File: config.mk
export PLATFORM = sky130hd
export DESIGN_NAME = circ_fifo_param_flat
export DESIGN_NICKNAME = d
export VERILOG_FILES = /design/src/rtl/circ_fifo_pkg.sv /design/src/rtl/circ_fifo_if.sv /design/src/rtl/circ_fifo_ctrl.sv /design/src/rtl/circ_fifo_param.sv /design/src/flat_wrapper.sv
export SDC_FILE = /design/constraint.sdc
export NUM_CORES = 1
export LEC_CHECK = 0
export BUFFER_PORTS_ARGS = -buffer_cell sky130_fd_sc_hd__buf_2
export CORE_ASPECT_RATIO = 1.25
export CORE_MARGIN = 3
export CORE_UTILIZATION = 29
export CTS_CLUSTER_SIZE = 28
export DETAILED_ROUTE_END_ITERATION = 8
export PLACE_DENSITY = 0.42
export SLEW_MARGIN = 20
export SYNTH_ARGS = -nofsm -noshare
export SYNTH_HDL_FRONTEND = slang
export SYNTH_SLANG_ARGS = --single-unit
File: constraint.sdc
create_clock -name clk -period 6.8 [get_ports clk]
set_clock_uncertainty 0.15 [all_clocks]
set_input_delay 0.68 -clock clk [delete_from_list [all_inputs] [get_ports clk]]
set_output_delay 0.68 -clock clk [all_outputs]
set_load 0.01 [all_outputs]
File: src/rtl/circ_fifo_pkg.sv
// Shared helpers for the parametrised circular FIFO: width helpers, wrap-aware
// pointer increment, operation encoding and sticky error flag bit positions.
package circ_fifo_pkg;

  localparam int FLAG_OVF  = 0;
  localparam int FLAG_UDF  = 1;
  localparam int NUM_FLAGS = 2;

  typedef enum logic [1:0] {
    OP_IDLE = 2'b00,
    OP_POP  = 2'b01,
    OP_PUSH = 2'b10,
    OP_BOTH = 2'b11
  } op_e;

  function automatic int cnt_width(input int depth);
    return $clog2(depth + 1);
  endfunction

  function automatic int ptr_width(input int depth);
    return (depth > 1) ? $clog2(depth) : 1;
  endfunction

  // Explicit compare so DEPTH need not be a power of two.
  function automatic int ptr_inc(input int ptr, input int depth);
    return (ptr == depth - 1) ? 0 : ptr + 1;
  endfunction

endpackage

File: src/rtl/circ_fifo_if.sv
// Producer/consumer handshake bundle for circ_fifo_param; master drives requests,
// slave is the FIFO.
interface circ_fifo_if
  import circ_fifo_pkg::*;
#(
  parameter int WIDTH = 8,
  parameter int DEPTH = 8
);
  localparam int CW = cnt_width(DEPTH);

  logic             push;
  logic [WIDTH-1:0] data_in;
  logic             pop;
  logic             clr_err;
  logic [WIDTH-1:0] data_out;
  logic             out_valid;
  logic             empty;
  logic             full;
  logic             almost_full;
  logic [CW-1:0]    count;
  logic             overflow;
  logic             underflow;

  modport master (
    output push, data_in, pop, clr_err,
    input  data_out, out_valid, empty, full, almost_full, count, overflow, underflow
  );

  modport slave (
    input  push, data_in, pop, clr_err,
    output data_out, out_valid, empty, full, almost_full, count, overflow, underflow
  );

endinterface

File: src/rtl/circ_fifo_ctrl.sv
// Pointer, occupancy and accept/error control for circ_fifo_param.
// Build option: CIRC_FIFO_OVERWRITE_EN makes a push into a full FIFO replace the oldest word.
module circ_fifo_ctrl
  import circ_fifo_pkg::*;
#(
  parameter int DEPTH    = 8,
  parameter int AF_LEVEL = DEPTH - 1,
  parameter int CW       = cnt_width(DEPTH),
  parameter int PW       = ptr_width(DEPTH)
) (
  input  logic          clk,
  input  logic          reset,
  input  logic          push,
  input  logic          pop,
  input  logic          clr_err,
  output logic          wr_en,
  output logic          rd_en,
  output logic [PW-1:0] wr_ptr,
  output logic [PW-1:0] rd_ptr,
  output logic [CW-1:0] count,
  output logic          empty,
  output logic          full,
  output logic          almost_full,
  output logic          overflow,
  output logic          underflow
);

  localparam logic [CW-1:0] DEPTH_C = CW'(DEPTH);
  localparam logic [CW-1:0] AF_C    = CW'(AF_LEVEL);
  localparam logic [CW-1:0] ONE_C   = CW'(1);

  logic [PW-1:0]        wr_ptr_q, wr_ptr_d;
  logic [PW-1:0]        rd_ptr_q, rd_ptr_d;
  logic [CW-1:0]        count_q, count_d;
  logic [NUM_FLAGS-1:0] err_q, err_d;
  logic [NUM_FLAGS-1:0] err_evt;
  logic                 rd_adv;
  op_e                  op;

  assign empty       = (count_q == '0);
  assign full        = (count_q == DEPTH_C);
  assign almost_full = (count_q >= AF_C);
  assign op          = op_e'({push, pop});

  always_comb begin
    wr_en   = 1'b0;
    rd_en   = 1'b0;
    rd_adv  = 1'b0;
    err_evt = '0;
    count_d = count_q;
    unique case (op)
      OP_PUSH: begin
        if (!full) begin
          wr_en   = 1'b1;
          count_d = count_q + ONE_C;
        end else begin
          err_evt[FLAG_OVF] = 1'b1;
`ifdef CIRC_FIFO_OVERWRITE_EN
          // Oldest slot is rewritten; read side skips past it without producing output.
          wr_en  = 1'b1;
          rd_adv = 1'b1;
`endif
        end
      end
      OP_POP: begin
        if (!empty) begin
          rd_en   = 1'b1;
          rd_adv  = 1'b1;
          count_d = count_q - ONE_C;
        end else begin
          err_evt[FLAG_UDF] = 1'b1;
        end
      end
      OP_BOTH: begin
        // No bypass when empty: the pop is rejected and only the write lands.
        wr_en = 1'b1;
        if (empty) begin
          err_evt[FLAG_UDF] = 1'b1;
          count_d           = ONE_C;
        end else begin
          rd_en  = 1'b1;
          rd_adv = 1'b1;
        end
      end
      default: ;
    endcase
  end

  always_comb begin
    wr_ptr_d = wr_ptr_q;
    rd_ptr_d = rd_ptr_q;
    if (wr_en) wr_ptr_d = PW'(ptr_inc(32'(wr_ptr_q), DEPTH));
    if (rd_adv) rd_ptr_d = PW'(ptr_inc(32'(rd_ptr_q), DEPTH));
    // A fresh error in the clearing cycle keeps its flag set.
    err_d = err_evt | (clr_err ? '0 : err_q);
  end

  always_ff @(posedge clk or negedge reset) begin
    if (!reset) begin
      wr_ptr_q <= '0;
      rd_ptr_q <= '0;
      count_q  <= '0;
      err_q    <= '0;
    end else begin
      wr_ptr_q <= wr_ptr_d;
      rd_ptr_q <= rd_ptr_d;
      count_q  <= count_d;
      err_q    <= err_d;
    end
  end

  assign wr_ptr    = wr_ptr_q;
  assign rd_ptr    = rd_ptr_q;
  assign count     = count_q;
  assign overflow  = err_q[FLAG_OVF];
  assign underflow = err_q[FLAG_UDF];

endmodule

File: src/rtl/circ_fifo_param.sv
// Parametrised single-clock circular FIFO: storage array and registered read port.
// Build option: CIRC_FIFO_OVERWRITE_EN (overwrite oldest entry on push while full).
module circ_fifo_param
  import circ_fifo_pkg::*;
#(
  parameter int WIDTH    = 8,
  parameter int DEPTH    = 8,
  parameter int AF_LEVEL = DEPTH - 1
) (
  input  logic        clk,
  input  logic        reset,
  circ_fifo_if.slave  bus
);

  localparam int CW = cnt_width(DEPTH);
  localparam int PW = ptr_width(DEPTH);

  logic [WIDTH-1:0] mem_q [DEPTH];
  logic [WIDTH-1:0] data_out_q, data_out_d;
  logic             out_valid_q, out_valid_d;
  logic             wr_en, rd_en;
  logic [PW-1:0]    wr_ptr, rd_ptr;
  logic [CW-1:0]    count;

  circ_fifo_ctrl #(
    .DEPTH    (DEPTH),
    .AF_LEVEL (AF_LEVEL),
    .CW       (CW),
    .PW       (PW)
  ) u_ctrl (
    .clk         (clk),
    .reset       (reset),
    .push        (bus.push),
    .pop         (bus.pop),
    .clr_err     (bus.clr_err),
    .wr_en       (wr_en),
    .rd_en       (rd_en),
    .wr_ptr      (wr_ptr),
    .rd_ptr      (rd_ptr),
    .count       (count),
    .empty       (bus.empty),
    .full        (bus.full),
    .almost_full (bus.almost_full),
    .overflow    (bus.overflow),
    .underflow   (bus.underflow)
  );

  // Storage is deliberately left unreset.
  always_ff @(posedge clk) begin
    if (wr_en) mem_q[wr_ptr] <= bus.data_in;
  end

  always_comb begin
    data_out_d  = data_out_q;
    out_valid_d = rd_en;
    if (rd_en) data_out_d = mem_q[rd_ptr];
  end

  always_ff @(posedge clk or negedge reset) begin
    if (!reset) begin
      data_out_q  <= '0;
      out_valid_q <= 1'b0;
    end else begin
      data_out_q  <= data_out_d;
      out_valid_q <= out_valid_d;
    end
  end

  assign bus.data_out  = data_out_q;
  assign bus.out_valid = out_valid_q;
  assign bus.count     = count;

endmodule

File: src/flat_wrapper.sv
// flat-port wrapper written by rule: the top's interface ports become plain ports
module circ_fifo_param_flat import circ_fifo_pkg::*;
#(
  parameter int WIDTH    = 8,
  parameter int DEPTH    = 8,
  parameter int AF_LEVEL = DEPTH - 1
)
  (clk, reset, bus_push, bus_data_in, bus_pop, bus_clr_err, bus_data_out, bus_out_valid, bus_empty, bus_full, bus_almost_full, bus_count, bus_overflow, bus_underflow);
  circ_fifo_if #(.WIDTH(WIDTH), .DEPTH(DEPTH)) bus_i ();
  input  logic clk;
  input  logic reset;
  input wire logic [$bits(bus_i.push)-1:0] bus_push;
  input wire logic [$bits(bus_i.data_in)-1:0] bus_data_in;
  input wire logic [$bits(bus_i.pop)-1:0] bus_pop;
  input wire logic [$bits(bus_i.clr_err)-1:0] bus_clr_err;
  output wire logic [$bits(bus_i.data_out)-1:0] bus_data_out;
  output wire logic [$bits(bus_i.out_valid)-1:0] bus_out_valid;
  output wire logic [$bits(bus_i.empty)-1:0] bus_empty;
  output wire logic [$bits(bus_i.full)-1:0] bus_full;
  output wire logic [$bits(bus_i.almost_full)-1:0] bus_almost_full;
  output wire logic [$bits(bus_i.count)-1:0] bus_count;
  output wire logic [$bits(bus_i.overflow)-1:0] bus_overflow;
  output wire logic [$bits(bus_i.underflow)-1:0] bus_underflow;
  assign bus_i.push = bus_push;
  assign bus_i.data_in = bus_data_in;
  assign bus_i.pop = bus_pop;
  assign bus_i.clr_err = bus_clr_err;
  assign bus_data_out = bus_i.data_out;
  assign bus_out_valid = bus_i.out_valid;
  assign bus_empty = bus_i.empty;
  assign bus_full = bus_i.full;
  assign bus_almost_full = bus_i.almost_full;
  assign bus_count = bus_i.count;
  assign bus_overflow = bus_i.overflow;
  assign bus_underflow = bus_i.underflow;
  circ_fifo_param #(.WIDTH(WIDTH), .DEPTH(DEPTH), .AF_LEVEL(AF_LEVEL)) u_core (.clk(clk), .reset(reset), .bus(bus_i));
endmodule
==> results of run 1 <==
-- power groups by stage --
stage / sequential, mW / clock, mW / combinational, mW
6_report: 0.787 / 0.481 / 0.494
5_1_grt: 0.806 / 0.512 / 0.555
4_1_cts: 0.791 / 0.493 / 0.511
3_5_place_dp: 0.801 / 0 / 0.509
3_3_place_gp: 0.800 / 0 / 0.509
2_1_floorplan: 0.752 / 0 / 0.387
-- worst max-delay path by stage --
stage | endpoint | from | cells past startpoint
3_3_place_gp | u_core.u_ctrl.count[2] | bus_push | 8
3_5_place_dp | u_core.u_ctrl.count[2] | bus_push | 8
2_1_floorplan | u_core.u_ctrl.count[2] | bus_pop | 8
4_1_cts | bus_full | u_core.u_ctrl.count[1] | 3
5_1_grt | u_core.u_ctrl.count[2] | bus_pop | 8
6_report | bus_full | u_core.u_ctrl.count[1] | 3
-- synth_stat cells, drive strengths merged, types with 3 or more instances --
master / n / area share
mux4: 16 / 0.10
mux2: 5 / 0.016
buf: 9 / 0.014
mux2i: 9 / 0.025
nor3: 3 / 0.0042
edfxtp: 64 / 0.54
ha: 6 / 0.021
o21ai: 13 / 0.022
a21oi: 4 / 0.0056
nand2b: 5 / 0.0088
nor2: 11 / 0.012
inv: 7 / 0.0074
clkbuf: 3 / 0.0032
nand2: 17 / 0.018
dfrtp: 21 / 0.15
-- cell families after synthesis --
logic type      synth area share
flops                      0.685
xor+xnor                 0.00245
compound gates            0.0613
mux                        0.142
fa+ha+maj                 0.0210
simple gates              0.0644
buf+inv                   0.0242
-- state kept, by name, summed over array words and instances, names as in the netlist --
signal                flops
u_core.bus.data_out       8
u_core.u_ctrl.count       4
u_core.u_ctrl.err_q       2
u_core.bus.out_valid      1
u_core.u_ctrl.rd_ptr      3
u_core.u_ctrl.wr_ptr      3
u_core.mem_q             64
-- routing by layer --
metal / part of all wire / wire length (um) / vias up / track usage
met4: 0.024 / 172 / 0 / 0.0625
met5: 0 / 0 / - / 0
met2: 0.49 / 3430 / 33 / 0.178
met1: 0.46 / 3260 / 951 / 0.145
met3: 0.024 / 169 / 14 / 0.0168
li1: - / - / 902 / -
-- worst max-delay path, delay by kind of cell (launching register included) --
| kind | cells | cell delay [ps] |
|---|---|---|
| flops | 1 | 520 |
| simple gates | 1 | 640 |
| buf+inv | 2 | 270 |
-- final cells by class --
class	instances	area, sq um
repair buffers	33	173
fillers	1138	7650
clock inverters	4	28.8
clock buffers	12	268
inverters	7	26.3
well taps	161	201
multi-input cells	113	1040
flip-flops and latches	85	2450
==> flow_summary.json, run 1 <==
{
  "cts_tree": "done",
  "cts_resized": 0,
  "final_common_cell": "edfxtp_1",
  "grt.overflow.total": 0,
  "path_cells": "or4b_4, inv_1, buf_2",
  "grt_pass1_vias": 1992,
  "power_switching_share": 0.318,
  "cts_setup_buffers": 0,
  "max-clock-path-buffers": 2,
  "rsz0062_at_grt": "no",
  "cpMaxStageDelayCell": "or4b_4",
  "async_reset_ff_frac": 0.247,
  "drt-initial-drc-count": 39,
  "hpwlAfterDp_um": 4620,
  "drc": 0,
  "hold_violations": 0,
  "die_x_um": 105,
  "p_switching_mw": 0.560,
  "finalCritPeriodShare": 0.382,
  "syn_to_final_growth_pct": 17.1,
  "final_cell_mix": "edfxtp_1 (64), buf_2 (30), dfrtp_1 (21)",
  "max_slew.worst_pin.slew_ps": 965,
  "clkTransAtPathRegs_ps": 60,
  "max_slew_margin": 0.355,
  "antenna_found_initial": 0,
  "gp_congestion": 0.756,
  "vias_per_cell": 4.58,
  "p_leak_nw": 1.53,
  "min_period_ps": 2600,
  "htreeDepth": 3,
  "path_class": "reg -> out",
  "netlist_instances": 217,
  "finalWorstSetupSlack_ps": 4200,
  "synth_warnings": 0,
  "syn_nets": 236,
  "arrival_ps": 1770,
  "clock_sinks": 85,
  "wl_per_cell_um": 16.9,
  "worst-path-max-fanout": 10,
  "cp_data_required_time_ps": 5970,
  "fmaxAchievable_mhz": 385,
  "power_mw": 1.76,
  "yosysUniqueCellTypes": 39,
  "synth-seq-cells": 85,
  "p_clk_frac": 0.273,
  "place_area_sq_um": 3890,
  "worstSkewPairLatency_ps": 330,
  "synth-main-ff-cell": "edfxtp_1",
  "drive_above_1_share": 0.291,
  "powerDensity_nw_per_um2": 421,
  "cap_violations": 0,
  "rows": 44,
  "detail-route-antenna-nets": 0,
  "design_area_sq_um": 4180,
  "hp-class": "in -> async",
  "intPower_mw": 1.20,
  "finalSetupViolCount": 0,
  "seqPwrFrac": 0.447,
  "ios": 31,
  "rr_worst_depth": 4,
  "grt_pass1_wl_um": 11300,
  "n_antenna_cell": 0,
  "ys_seq_area_frac": 0.685,
  "cts_made_buffers": 9,
  "netlist_area_sq_um": 3570,
  "final_nets": 268,
  "dieArea_sq_um": 13700,
  "setup_tns_ps": 0,
  "core-area_sq_um": 11800,
  "timing.rr.end": "u_core.mem_q[2][7]",
  "cts_root_buf": "clkbuf_16",
  "start_util": 0.302,
  "post-route-util": 0.353,
  "rrSetupSlack_ps": 4370,
  "reg2reg_from": "u_core.u_ctrl.count[1]",
  "num_vias": 1900,
  "finalMaxSlewViolations": 0,
  "dieHeight_um": 130,
  "critical-path-max-stage-delay_ps": 640,
  "whs_ps": 160,
  "outcome": "complete, no violations",
  "pwr-share-comb": 0.281,
  "fin_cells": 415,
  "io_buffers": 30,
  "firstDrtPassIters": 4,
  "routed_wl_um": 7030,
  "ctsHoldBuffers": 0,
  "place_ws_ps": 4010,
  "grt_usage": 0.111,
  "end_kind": "output pin",
  "crit_path_start_kind": "register",
  "postSynthAreaPerCell_sq_um": 16.5,
  "grt_start_max_net_pins": 22,
  "vdd_drop_max_mv": 0.149,
  "synth_edf_count": 64,
  "place_inst": 399
}
Power figures use the tool's default switching activity.
==> inputs of run 2 (changes only) <==
==> constraint.sdc (replaced) <==
create_clock -name clk -period 2.6 [get_ports clk]
set_clock_uncertainty 0.15 [all_clocks]
set_input_delay 0.26 -clock clk [delete_from_list [all_inputs] [get_ports clk]]
set_output_delay 0.26 -clock clk [all_outputs]
set_load 0.01 [all_outputs]
==> flow_summary.json, run 2 (synthesis gave the netlist of run 1 again) <==
{
  "drt-initial-drc-count": 42,
  "detail-route-antenna-nets": 0,
  "finalCritPeriodShare": 0.864,
  "cts_setup_buffers": 0,
  "ctsHoldBuffers": 2,
  "rows": 44,
  "setup_tns_ps": 0,
  "die_x_um": 105,
  "hp-class": "in -> reg",
  "cts_made_buffers": 9,
  "worstSkewPairLatency_ps": 340,
  "p_leak_nw": 1.60,
  "finalMaxSlewViolations": 0,
  "core-area_sq_um": 11800,
  "antenna_found_initial": 0,
  "rrSetupSlack_ps": 350,
  "max_slew_margin": 0.354,
  "n_antenna_cell": 0,
  "timing.rr.end": "u_core.mem_q[5][4]",
  "max_slew.worst_pin.slew_ps": 965,
  "min_period_ps": 2250,
  "hold_depth": 1,
  "routed_wl_um": 7170,
  "powerDensity_nw_per_um2": 1100,
  "wl_per_cell_um": 16.7,
  "vias_per_cell": 4.57,
  "rsz0062_at_grt": "no",
  "dieHeight_um": 130,
  "cts_tree": "done",
  "grt_pass1_vias": 1982,
  "htreeDepth": 3,
  "holdPathEnd": "u_core.mem_q[3][0]",
  "largest-register": "u_core.mem_q",
  "end_kind": "register",
  "outcome": "complete, no violations",
  "grt_start_max_net_pins": 22,
  "cap_violations": 0,
  "num_vias": 1962,
  "path_delay_family": "simple AND/OR/NAND/NOR gates",
  "arrival_ps": 2110,
  "crit_path_start_kind": "register",
  "grt.overflow.total": 0,
  "power_mw": 4.75,
  "final_cell_mix": "edfxtp_1 (64), buf_2 (30), dfrtp_1 (21)",
  "reg2reg_from": "u_core.u_ctrl.count[1]",
  "grt_pass1_wl_um": 11400,
  "cts_root_buf": "clkbuf_16",
  "firstDrtPassIters": 4,
  "drive_above_1_share": 0.321,
  "hold_violations": 0,
  "largest_reg_flops": 64,
  "drc": 0,
  "io_buffers": 30,
  "min_from": "bus_data_in[0]",
  "worst-path-max-fanout": 8,
  "vdd_drop_max_mv": 0.374,
  "critical-path-max-stage-delay_ps": 560,
  "finalSetupViolCount": 0,
  "clkTransAtPathRegs_ps": 60,
  "fmaxAchievable_mhz": 445,
  "cpMaxStageDelayCell": "or4b_4",
  "dieArea_sq_um": 13700,
  "final_common_cell": "edfxtp_1",
  "hpwlAfterDp_um": 4830,
  "start_util": 0.302,
  "cts_resized": 0,
  "rr_worst_depth": 4,
  "syn_to_final_growth_pct": 20.6,
  "grt_usage": 0.113,
  "gp_congestion": 0.810,
  "clock_sinks": 85,
  "ios": 31,
  "max-clock-path-buffers": 2,
  "cp_data_required_time_ps": 2470,
  "path_cells": "or4b_4, buf_4, o211ai_1, nor2_1",
  "crit_buf_inv": 1,
  "path_class": "reg -> reg",
  "final_nets": 282
}
-- run 2: cell count changes in the layout (fill, tap and decap cells not counted), sizes merged --
cell | before | now
bufinv | 0 | 1
clkinvlp | 2 | 1
buf | 33 | 45
dlygate4sd3 | 0 | 2
-- run 2: final cells by class --
cell class	instances	area (sq um)
fillers	1146	7530
flip-flops and latches	85	2450
multi-input cells	113	1040
repair buffers	47	283
clock buffers	12	256
well taps	161	201
clock inverters	4	55.1
inverters	7	26.3
-- run 2: worst max-delay path by stage --
stage / slack, ps / depth (start not counted) / from / end
2_1_floorplan: 310 / 5 / u_core.u_ctrl.count[0] / u_core.mem_q[0][0]
3_3_place_gp: 260 / 8 / bus_push / u_core.u_ctrl.count[2]
3_5_place_dp: 260 / 8 / bus_push / u_core.u_ctrl.count[2]
4_1_cts: 340 / 4 / u_core.u_ctrl.count[1] / u_core.mem_q[5][7]
5_1_grt: 210 / 4 / u_core.u_ctrl.count[1] / u_core.mem_q[3][4]
6_report: 350 / 4 / u_core.u_ctrl.count[1] / u_core.mem_q[5][4]
-- run 2: through the flow --
step | worst slack [ps] | hold WS, ps | utilization | std cells | area, sq um
after global placement | 256 | 112 | 0.336 | 411 | 3980
after detailed placement | 264 | 115 | 0.336 | 411 | 3980
final | 354 | 46.0 | 0.364 | 429 | 4310
after CTS | 336 | 37.1 | 0.364 | 429 | 4310
after floorplan | 310 | -186 | - | 217 | 3570
after global routing | 206 | 60.9 | 0.364 | 429 | 4310
-- run 2: power by group --
part           switching, mW  internal [mW]
clock network          0.504          0.801
registers              0.154           1.76
logic                  0.808          0.716
-- run 2: metal layers --
layer  up-vias  track usage  wire, um
met5         -            0         0
met2        34        0.186      3570
met1       985        0.143      3270
met4         0       0.0649       167
li1        933            -         -
met3        10       0.0173       161
-- run 2: worst reg2reg max path, cell delays in order, from the launching register on --
cell      delay [ps]
dfrtp_1          380
or4b_4           560
buf_4            160
o211ai_1         350
nor2_1           330
